**config.mk**
```make
export PLATFORM = sky130hd
export DESIGN_NAME = im_fetch_arbiter
export DESIGN_NICKNAME = d
export VERILOG_FILES = /design/src/rtl/im_fetch_arbiter.sv
export SDC_FILE = /design/constraint.sdc
export NUM_CORES = 1
export LEC_CHECK = 0
export BUFFER_PORTS_ARGS = -buffer_cell sky130_fd_sc_hd__buf_2
export CAP_MARGIN = 20
export CORE_ASPECT_RATIO = 0.7
export CORE_UTILIZATION = 35
export CTS_BUF_LIST = sky130_fd_sc_hd__clkbuf_4
export CTS_CLUSTER_DIAMETER = 40
export DETAILED_ROUTE_END_ITERATION = 6
export MAX_ROUTING_LAYER = met4
export PLACE_DENSITY = 0.83
export SLEW_MARGIN = 5
export SYNTH_ARGS = -nofsm -noshare
export SYNTH_HDL_FRONTEND = slang
export SYNTH_SLANG_ARGS = --single-unit
```
**constraint.sdc**
```tcl
create_clock -name clka -period 2.15 [get_ports clka]
set_clock_uncertainty 0.2 [all_clocks]
set_input_delay 0.3225 -clock clka [delete_from_list [all_inputs] [get_ports clka]]
set_output_delay 0.3225 -clock clka [all_outputs]
set_load 0.02 [all_outputs]
```
**src/rtl/im_fetch_arbiter.sv**
```systemverilog
// Two-requester arbiter for the 1-cycle-latency instruction memory: fetch (F) has priority, debug (D) gets a starvation guard.
// Optional performance counters are built when IM_ARB_PERF_EN is defined.
//
// tag      | meaning
// TAG_NONE | no read in flight, both rvalid low
// TAG_F    | IM data this cycle belongs to fetch
// TAG_D    | IM data this cycle belongs to debug
module im_fetch_arbiter #(
  parameter int N            = 7,
  parameter int STARVE_LIMIT = 4,
  parameter int CNT_W        = 16
) (
  input  logic             clka,
  input  logic             rst_n,
  input  logic             f_valid,
  input  logic [N-1:0]     f_addr,
  output logic             f_ready,
  output logic             f_rvalid,
  output logic [31:0]      f_rdata,
  input  logic             d_valid,
  input  logic [N-1:0]     d_addr,
  output logic             d_ready,
  output logic             d_rvalid,
  output logic [31:0]      d_rdata,
  output logic [N-1:0]     im_addra,
  input  logic [31:0]      im_douta
`ifdef IM_ARB_PERF_EN
  ,
  output logic [CNT_W-1:0] perf_f_grants,
  output logic [CNT_W-1:0] perf_d_grants,
  output logic [CNT_W-1:0] perf_conflicts
`endif
);

  localparam int SW = (STARVE_LIMIT < 1) ? 1 : $clog2(STARVE_LIMIT + 1);
  localparam logic [SW-1:0] LIMIT   = SW'(STARVE_LIMIT);
  localparam logic [SW-1:0] CNT_MAX = '1;

  localparam logic [1:0] TAG_NONE = 2'd0;
  localparam logic [1:0] TAG_F    = 2'd1;
  localparam logic [1:0] TAG_D    = 2'd2;

  logic [SW-1:0] starve_cnt;
  logic [N-1:0]  last_addr;
  logic [1:0]    tag;
  logic          d_pri;

  assign d_pri = (starve_cnt >= LIMIT);

  // Ready doubles as the grant; rst_n gates it so nothing is granted while reset is held.
  always_comb begin
    f_ready = rst_n & f_valid & ~(d_valid & d_pri);
    d_ready = rst_n & d_valid & (~f_valid | d_pri);
  end

  always_comb begin
    im_addra = last_addr;
    if (f_ready)      im_addra = f_addr;
    else if (d_ready) im_addra = d_addr;
  end

  always_ff @(posedge clka or negedge rst_n) begin
    if (!rst_n) begin
      last_addr  <= '0;
      tag        <= TAG_NONE;
      starve_cnt <= '0;
    end else begin
      if (f_ready)      last_addr <= f_addr;
      else if (d_ready) last_addr <= d_addr;

      if (f_ready)      tag <= TAG_F;
      else if (d_ready) tag <= TAG_D;
      else              tag <= TAG_NONE;

      if (!d_valid || d_ready)     starve_cnt <= '0;
      else if (starve_cnt != CNT_MAX) starve_cnt <= starve_cnt + SW'(1);
    end
  end

  always_comb begin
    f_rvalid = (tag == TAG_F);
    d_rvalid = (tag == TAG_D);
    f_rdata  = f_rvalid ? im_douta : 32'h0;
    d_rdata  = d_rvalid ? im_douta : 32'h0;
  end

`ifdef IM_ARB_PERF_EN
  localparam logic [CNT_W-1:0] PERF_MAX = '1;

  always_ff @(posedge clka or negedge rst_n) begin
    if (!rst_n) begin
      perf_f_grants  <= '0;
      perf_d_grants  <= '0;
      perf_conflicts <= '0;
    end else begin
      if (f_ready && perf_f_grants != PERF_MAX)
        perf_f_grants <= perf_f_grants + CNT_W'(1);
      if (d_ready && perf_d_grants != PERF_MAX)
        perf_d_grants <= perf_d_grants + CNT_W'(1);
      if (f_valid && d_valid && perf_conflicts != PERF_MAX)
        perf_conflicts <= perf_conflicts + CNT_W'(1);
    end
  end
`endif

endmodule

```
==> results of run 1 <==
[power breakdown]
part	switching [mW]	internal [mW]	leakage, nW
clock network	0.0728	0.0672	0.0154
registers	0.0147	0.251	0.147
logic	0.192	0.153	0.942
[metrics by stage]
stage / setup slack [ps] / total power [mW] / hold WS (ps) / cells
CTS: 44.2 / 0.760 / 140 / 289
global placement: 190 / 0.606 / 87.7 / 283
global route: 5.35 / 0.808 / 142 / 289
finish: 101 / 0.751 / 148 / 289
floorplan: 392 / 0.476 / -173 / 128
detailed placement: 165 / 0.610 / 89.6 / 283
[cell usage after synthesis]
master     n  area share
nor2b_1    2       0.011
clkbuf_1   6       0.020
and2_1    64        0.36
o32a_1     7       0.063
xor2_1     1      0.0079
nand2_1    1      0.0034
o22a_1     7       0.055
ha_1       2       0.023
or2_1      1      0.0057
nor2_1     3       0.010
buf_2      3       0.014
a21oi_1    1      0.0045
inv_1      3       0.010
nand2_2    1      0.0057
mux2i_1    2       0.018
buf_6      2       0.020
dfrtp_1   12        0.27
buf_4      1      0.0068
o21ai_0    1      0.0045
o221a_1    7       0.071
nor2b_4    1       0.012
[repair_timing]
item                       4_1_cts  5_1_grt
hold buffers                     2        0
setup endpoints to repair        0        7
hold endpoints to repair        12        0
resized for setup                0        1
[registers in the layout (all words and copies together), names as in the netlist]
| name | cells |
|---|---|
| last_addr | 7 |
| starve_cnt | 3 |
| tag | 2 |
[cell type report]
type,count,area [um^2]
Clock buffer,3,22.5
Clock inverter,1,3.75
Fill cell,276,1100
Inverter,3,11.3
Multi-Input combinational cell,101,731
Sequential cell,12,300
Tap cell,36,45.0
Timing Repair Buffer,133,693
[kinds of logic (layout without fill, tap and decap cells)]
kind of cell               Yosys count  in the layout
xor gates and xnor gates             1              1
and+or+nand+nor                     73             73
AOI/OAI and AO/OA                   23             23
buffers and inverters               15            140
DFF                                 12             12
muxes                                2              2
adders and majority gates            2              2
[critical path: cells and delay by family (launching register included)]
kind            cells  cell delay (ps)
flops               1              410
buf+inv             2              340
compound gates      2              500
[worst min-delay path by stage]
stage          slack, ps       from           end  depth (start not counted)
2_1_floorplan       -170      rst_n  last_addr[0]                          0
3_3_place_gp          90      rst_n  last_addr[0]                          2
3_5_place_dp          90      rst_n  last_addr[0]                          2
4_1_cts              140  d_addr[6]  last_addr[6]                          2
5_1_grt              140  d_addr[5]  last_addr[5]                          2
6_report             150  d_addr[6]  last_addr[6]                          2
[routing by layer]
metal,vias up,track usage
met5,-,-
met4,0,0.0544
met3,2,0.0393
met2,50,0.417
met1,619,0.295
li1,686,-
==> summary.txt, run 1 <==
Drt
  • TritonRoute pass-1 iters: 4
  • Final ANT Viol Nets: 0
  • Drt drc: 0
  • Top sig layer: met4
  • Wire length per cell: 13.0 um
  • Post-Route WL: 3770 um
  • Vias per inst: 4.70
  • Met3 WL: 181 um
  • Routed wl met2: 1890 um
  • 1st-iter DRT viols: 29
  • DR vias: 1357
  • Metal-1 WL: 1680 um

Clocking
  • Total CTS buffers: 3
  • Skew-Pair Late Insertion Delay: 270 ps
  • Clock sink count: 12
  • H-Tree Depth: 1
  • Setup bufs post-CTS: 0
  • Reg clk slew, reported paths: 70 ps
  • Longest Clk Path Bufs: 2
  • CTS Root Cell: clkbuf_4
  • CTS tree: built

Critical path
  • Crit path max-delay cell type: dfrtp_1
  • Crit path to: im_addra[2]
  • Crit Path Max Fanout: 10
  • Reg2Reg Depth: 4
  • R2r startpoint: starve_cnt[2]
  • Crit path DAT: 1530 ps
  • R2r endpoint: starve_cnt[2]
  • CP max stage delay: 410 ps
  • Worst Setup Path Type: reg -> out
  • Startpoint types: flip-flop
  • Crit path cell chain: buf_4 -> o32a_1 -> o221a_1 -> buf_2
  • WP data required: 1630 ps
  • Setup crit start: starve_cnt[2]
  • CP Capture Type: output port
  • Reg2reg setup slack: 670 ps

Place
  • Hpwl dp: 3040 um
  • Placed Area: 1760 um^2
  • Placer's final routability congestion estimate: 0.794
  • Port Buffer Count: 124

Synthesis
  • Largest family of logic cells by synthesized area: simple AND/OR/NAND/NOR gates
  • Synth Area in XOR/XNOR: 0.00791
  • Synth Area in Adders: 0.0226
  • Net count after synthesis: 180
  • Post-synthesis compound-gate area fraction: 0.199
  • Unique masters post-synth: 21
  • Gate Count Post-Synth: 128
  • Post-synthesis sequential area ratio: 0.271
  • Simple-Gate Fraction of Synth Area: 0.410
  • Count of synthesis-stage warnings from yosys: 0
  • Mux cell area share after synthesis: 0.0181
  • Post-Syn Area: 1110 um^2
  • Post-synthesis register bit count: 12
  • Avg Cell Area, Syn: 8.65 um^2

Hold path
  • Hold WC Path Type: in -> reg

STA
  • Final setup vio count: 0
  • FMAX: 488 MHz
  • Hold Violations, Final: 0
  • Tcrit/Tclk final: 0.953
  • Slew HR: 0.774
  • Worst slew pin tran: 335 ps
  • Unrepaired setup endpoints after global routing: no
  • TNS Setup: 0 ps
  • Minimum clock period: 2050 ps
  • Slew Viols, Final: 0

Floorplan
  • Core footprint: 2900 um^2
  • Die Y: 49.1 um
  • Ports: 125
  • Starting Density: 0.381
  • Die Wd: 69.2 um
  • Die ar.: 3400 um^2
  • FP Rows: 16

Cells and area
  • Most common cell after layout, fill and taps aside: buf_2
  • Design Area, Final: 1810 um^2
  • Area added between synthesis and finish: 63.2%
  • Layout Utilization: 0.622
  • Layout cells sized above 1: 0.542
  • Most frequent cells in the layout: 124 x buf_2, 64 x and2_1, 12 x dfrtp_1
  • # diodes: 0
  • Final #Nets: 306

Global routing
  • GRT Residual Overflow: 0
  • GRT Resource Usage Total: 0.240
  • Initial antenna violation count: 0
  • Vias in the first global route: 1285
  • First-pass GRT wire length: 6400 um
  • Largest net degree at the start of global routing: 34

Flow run
  • Maxcap violations: 0

Power and ir drop
  • LEAKAGE: 1.10 nW
  • Power Dens Cells: 416 nW/um^2
  • Peak supply drop: 0.460 mV

Status
  • Status: finished clean
Power figures use the tool's default switching activity.
==> run 2, diff against run 1 <==
GPL_TIMING_DRIVEN = 0   (was default)
REMOVE_ABC_BUFFERS = 1   (was default)
SLEW_MARGIN = 0   (was 5)
==> run 2 against run 1 <==
Against the previous run:
- combinational power hardly changed
- sequential power barely moved
- largest cell class unchanged
- power grew 1.8%
- largest power group unchanged
- global-route usage is 0.81 points lower
- highest routed layer unchanged
==> summary.txt, run 2 (same netlist as run 1, synthesis figures left out) <==
Place
  • Placed Area: 1710 um^2 (-2.7%)
  • Placer's final routability congestion estimate: 0.883 (+11%)
  • Port Buffer Count: 124 (unchanged)
  • Worst slack at placement: -9.98 ps (-175 ps)
  • Hpwl dp: 3050 um (+0.54%)

STA
  • Worst Hold Margin: 137 ps (-10.9 ps)
  • Minimum clock period: 2110 ps (+60.6 ps)
  • Unrepaired setup endpoints after global routing: yes
  • Final setup vio count: 0 (unchanged)
  • Final setup margin: 39.9 ps (-60.6 ps)
  • Slew Viols, Final: 0 (unchanged)
  • Hold Violations, Final: 0 (unchanged)
  • TNS Setup: 0 ps (unchanged)
  • Worst slew pin tran: 566 ps (+231 ps)
  • Slew HR: 0.622 (-0.153)
  • FMAX: 474 MHz (-2.9%)
  • Tcrit/Tclk final: 0.981 (+0.0282)

Flow run
  • Maxcap violations: 0 (unchanged)

Clocking
  • Total CTS buffers: 3 (unchanged)
  • CTS Root Cell: clkbuf_4
  • Reg clk slew, reported paths: 80 ps (about the same)
  • Longest Clk Path Bufs: 2 (unchanged)
  • CTS tree: built
  • Skew-Pair Late Insertion Delay: 280 ps (about the same)
  • H-Tree Depth: 1 (unchanged)
  • Clock sink count: 12 (unchanged)

Floorplan
  • Core footprint: 2900 um^2 (unchanged)
  • Die ar.: 3400 um^2 (unchanged)
  • Die Wd: 69.2 um (unchanged)
  • Ports: 125 (unchanged)
  • Die Y: 49.1 um (unchanged)
  • FP Rows: 16 (unchanged)
  • Starting Density: 0.381 (unchanged)

Drt
  • DR vias: 1392 (+2.6%)
  • 1st-iter DRT viols: 48 (+66%)
  • TritonRoute pass-1 iters: 4 (unchanged)
  • Final ANT Viol Nets: 0 (unchanged)
  • Wire length per cell: 14.0 um (+7.1%)
  • Post-Route WL: 3940 um (+4.5%)
  • Vias per inst: 4.94 (+5.1%)
  • Drt drc: 0 (unchanged)

Critical path
  • WP data required: 1630 ps (about the same)
  • Crit path max-delay cell type: nor2b_4
  • WP buf/inv: 1 (-1)
  • Crit path DAT: 1590 ps (+60 ps)
  • Crit path cell chain: nor2b_4 -> and2_4 -> buf_2
  • Crit Path Max Fanout: 33 (+23)
  • CP Capture Type: output port
  • Top delay family on crit path: simple AND/OR/NAND/NOR gates
  • Startpoint types: flip-flop
  • Worst Setup Path Type: reg -> out
  • CP max stage delay: 510 ps (+100 ps)

Cells and area
  • Most frequent cells in the layout: 107 x buf_2, 63 x and2_1, 13 x buf_4, 11 x dfrtp_1
  • Final #Nets: 299 (-2.3%)
  • Biggest regs: last_addr x7, starve_cnt x3, tag x2
  • Layout Utilization: 0.631 (+0.00862)
  • Biggest register: last_addr
  • Design Area, Final: 1830 um^2 (+1.4%)
  • Layout cells sized above 1: 0.549 (+0.00728)
  • Most common cell after layout, fill and taps aside: buf_2
  • Flip-flop count of the largest register after layout: 7 (unchanged)
  • # diodes: 0 (unchanged)
  • Area added between synthesis and finish: 65.4%

Hold path
  • Hold WC Path Type: in -> reg

Power and ir drop
  • Peak supply drop: 0.390 mV (-15%)
  • Power Dens Cells: 418 nW/um^2 (+0.40%)
  • Sw Pwr: 0.291 mW (+4.0%)
  • Internal: 0.474 mW (+0.47%)
  • LEAKAGE: 1.08 nW (-2.3%)
  • Comb pwr share: 0.454 (-0.006)
  • Sw Share: 0.380 (+0.00816)
  • Seq pwr share: 0.349 (-0.005)
  • Power share of the clock group: 0.197 (+0.011)

Global routing
  • First-pass GRT wire length: 6040 um (-5.6%)
  • Largest net degree at the start of global routing: 34 (unchanged)
  • Initial antenna violation count: 0 (unchanged)
  • GRT Residual Overflow: 0 (unchanged)
  • GRT Resource Usage Total: 0.232 (-0.00808)
  • Vias in the first global route: 1182 (-8.0%)

Status
  • Status: finished clean
[run 2: cell types whose count changed in the layout (fill, tap and decap cells not counted), sizes merged]
| cell | before | now |
|---|---|---|
| dlygate4sd3 | 2 | 1 |
| buf | 131 | 125 |
[run 2: worst paths after layout]
kind	from	to	slack, ps	depth (start not counted)
worst max-delay path	tag[1]	d_rdata[22]	40	3
worst min-delay path	d_addr[3]	last_addr[3]	140	2
worst max register to register	starve_cnt[2]	starve_cnt[1]	700	4
worst min register to register	starve_cnt[1]	starve_cnt[1]	360	2
max in group asynchronous	rst_n	starve_cnt[2]	880	2
min in group asynchronous	rst_n	last_addr[2]	470	2
[run 2: power by group through the flow]
stage	registers (mW)	logic, mW	clock network, mW
floorplan	0.267	0.194	0
global placement	0.270	0.325	0
detailed placement	0.271	0.330	0
CTS	0.266	0.336	0.157
global route	0.271	0.374	0.163
finish	0.267	0.347	0.151
[run 2: final cells by class]
| class | count | area [um^2] |
|---|---|---|
| Clock inverter | 1 | 3.75 |
| Tap cell | 36 | 45.0 |
| Sequential cell | 12 | 302 |
| Fill cell | 253 | 1070 |
| Timing Repair Buffer | 126 | 699 |
| Multi-Input combinational cell | 101 | 748 |
| Inverter | 3 | 11.3 |
| Clock buffer | 3 | 22.5 |
[run 2: routing by layer]
| layer | GRT usage | share of wire |
|---|---|---|
| met5 | - | 0 |
| met4 | 0.0884 | 0.014 |
| met3 | 0.0393 | 0.075 |
| met2 | 0.385 | 0.50 |
| met1 | 0.285 | 0.41 |
[run 2: stage by stage]
| step | power, mW | cells |
|---|---|---|
| floorplan | 0.461 | 116 |
| global placement | 0.596 | 276 |
| detailed placement | 0.601 | 276 |
| CTS | 0.758 | 282 |
| global route | 0.808 | 282 |
| finish | 0.765 | 282 |
[run 2: what timing repair did]
| action | 4_1_cts | 5_1_grt |
|---|---|---|
| pin swaps | 0 | 18 |
| endpoints found under the setup margin | 73 | 71 |
| gates resized for setup | 2 | 25 |
| hold endpoints to repair | 12 | 0 |
| buffers inserted | 1 | 0 |
| hold buffers | 1 | 0 |
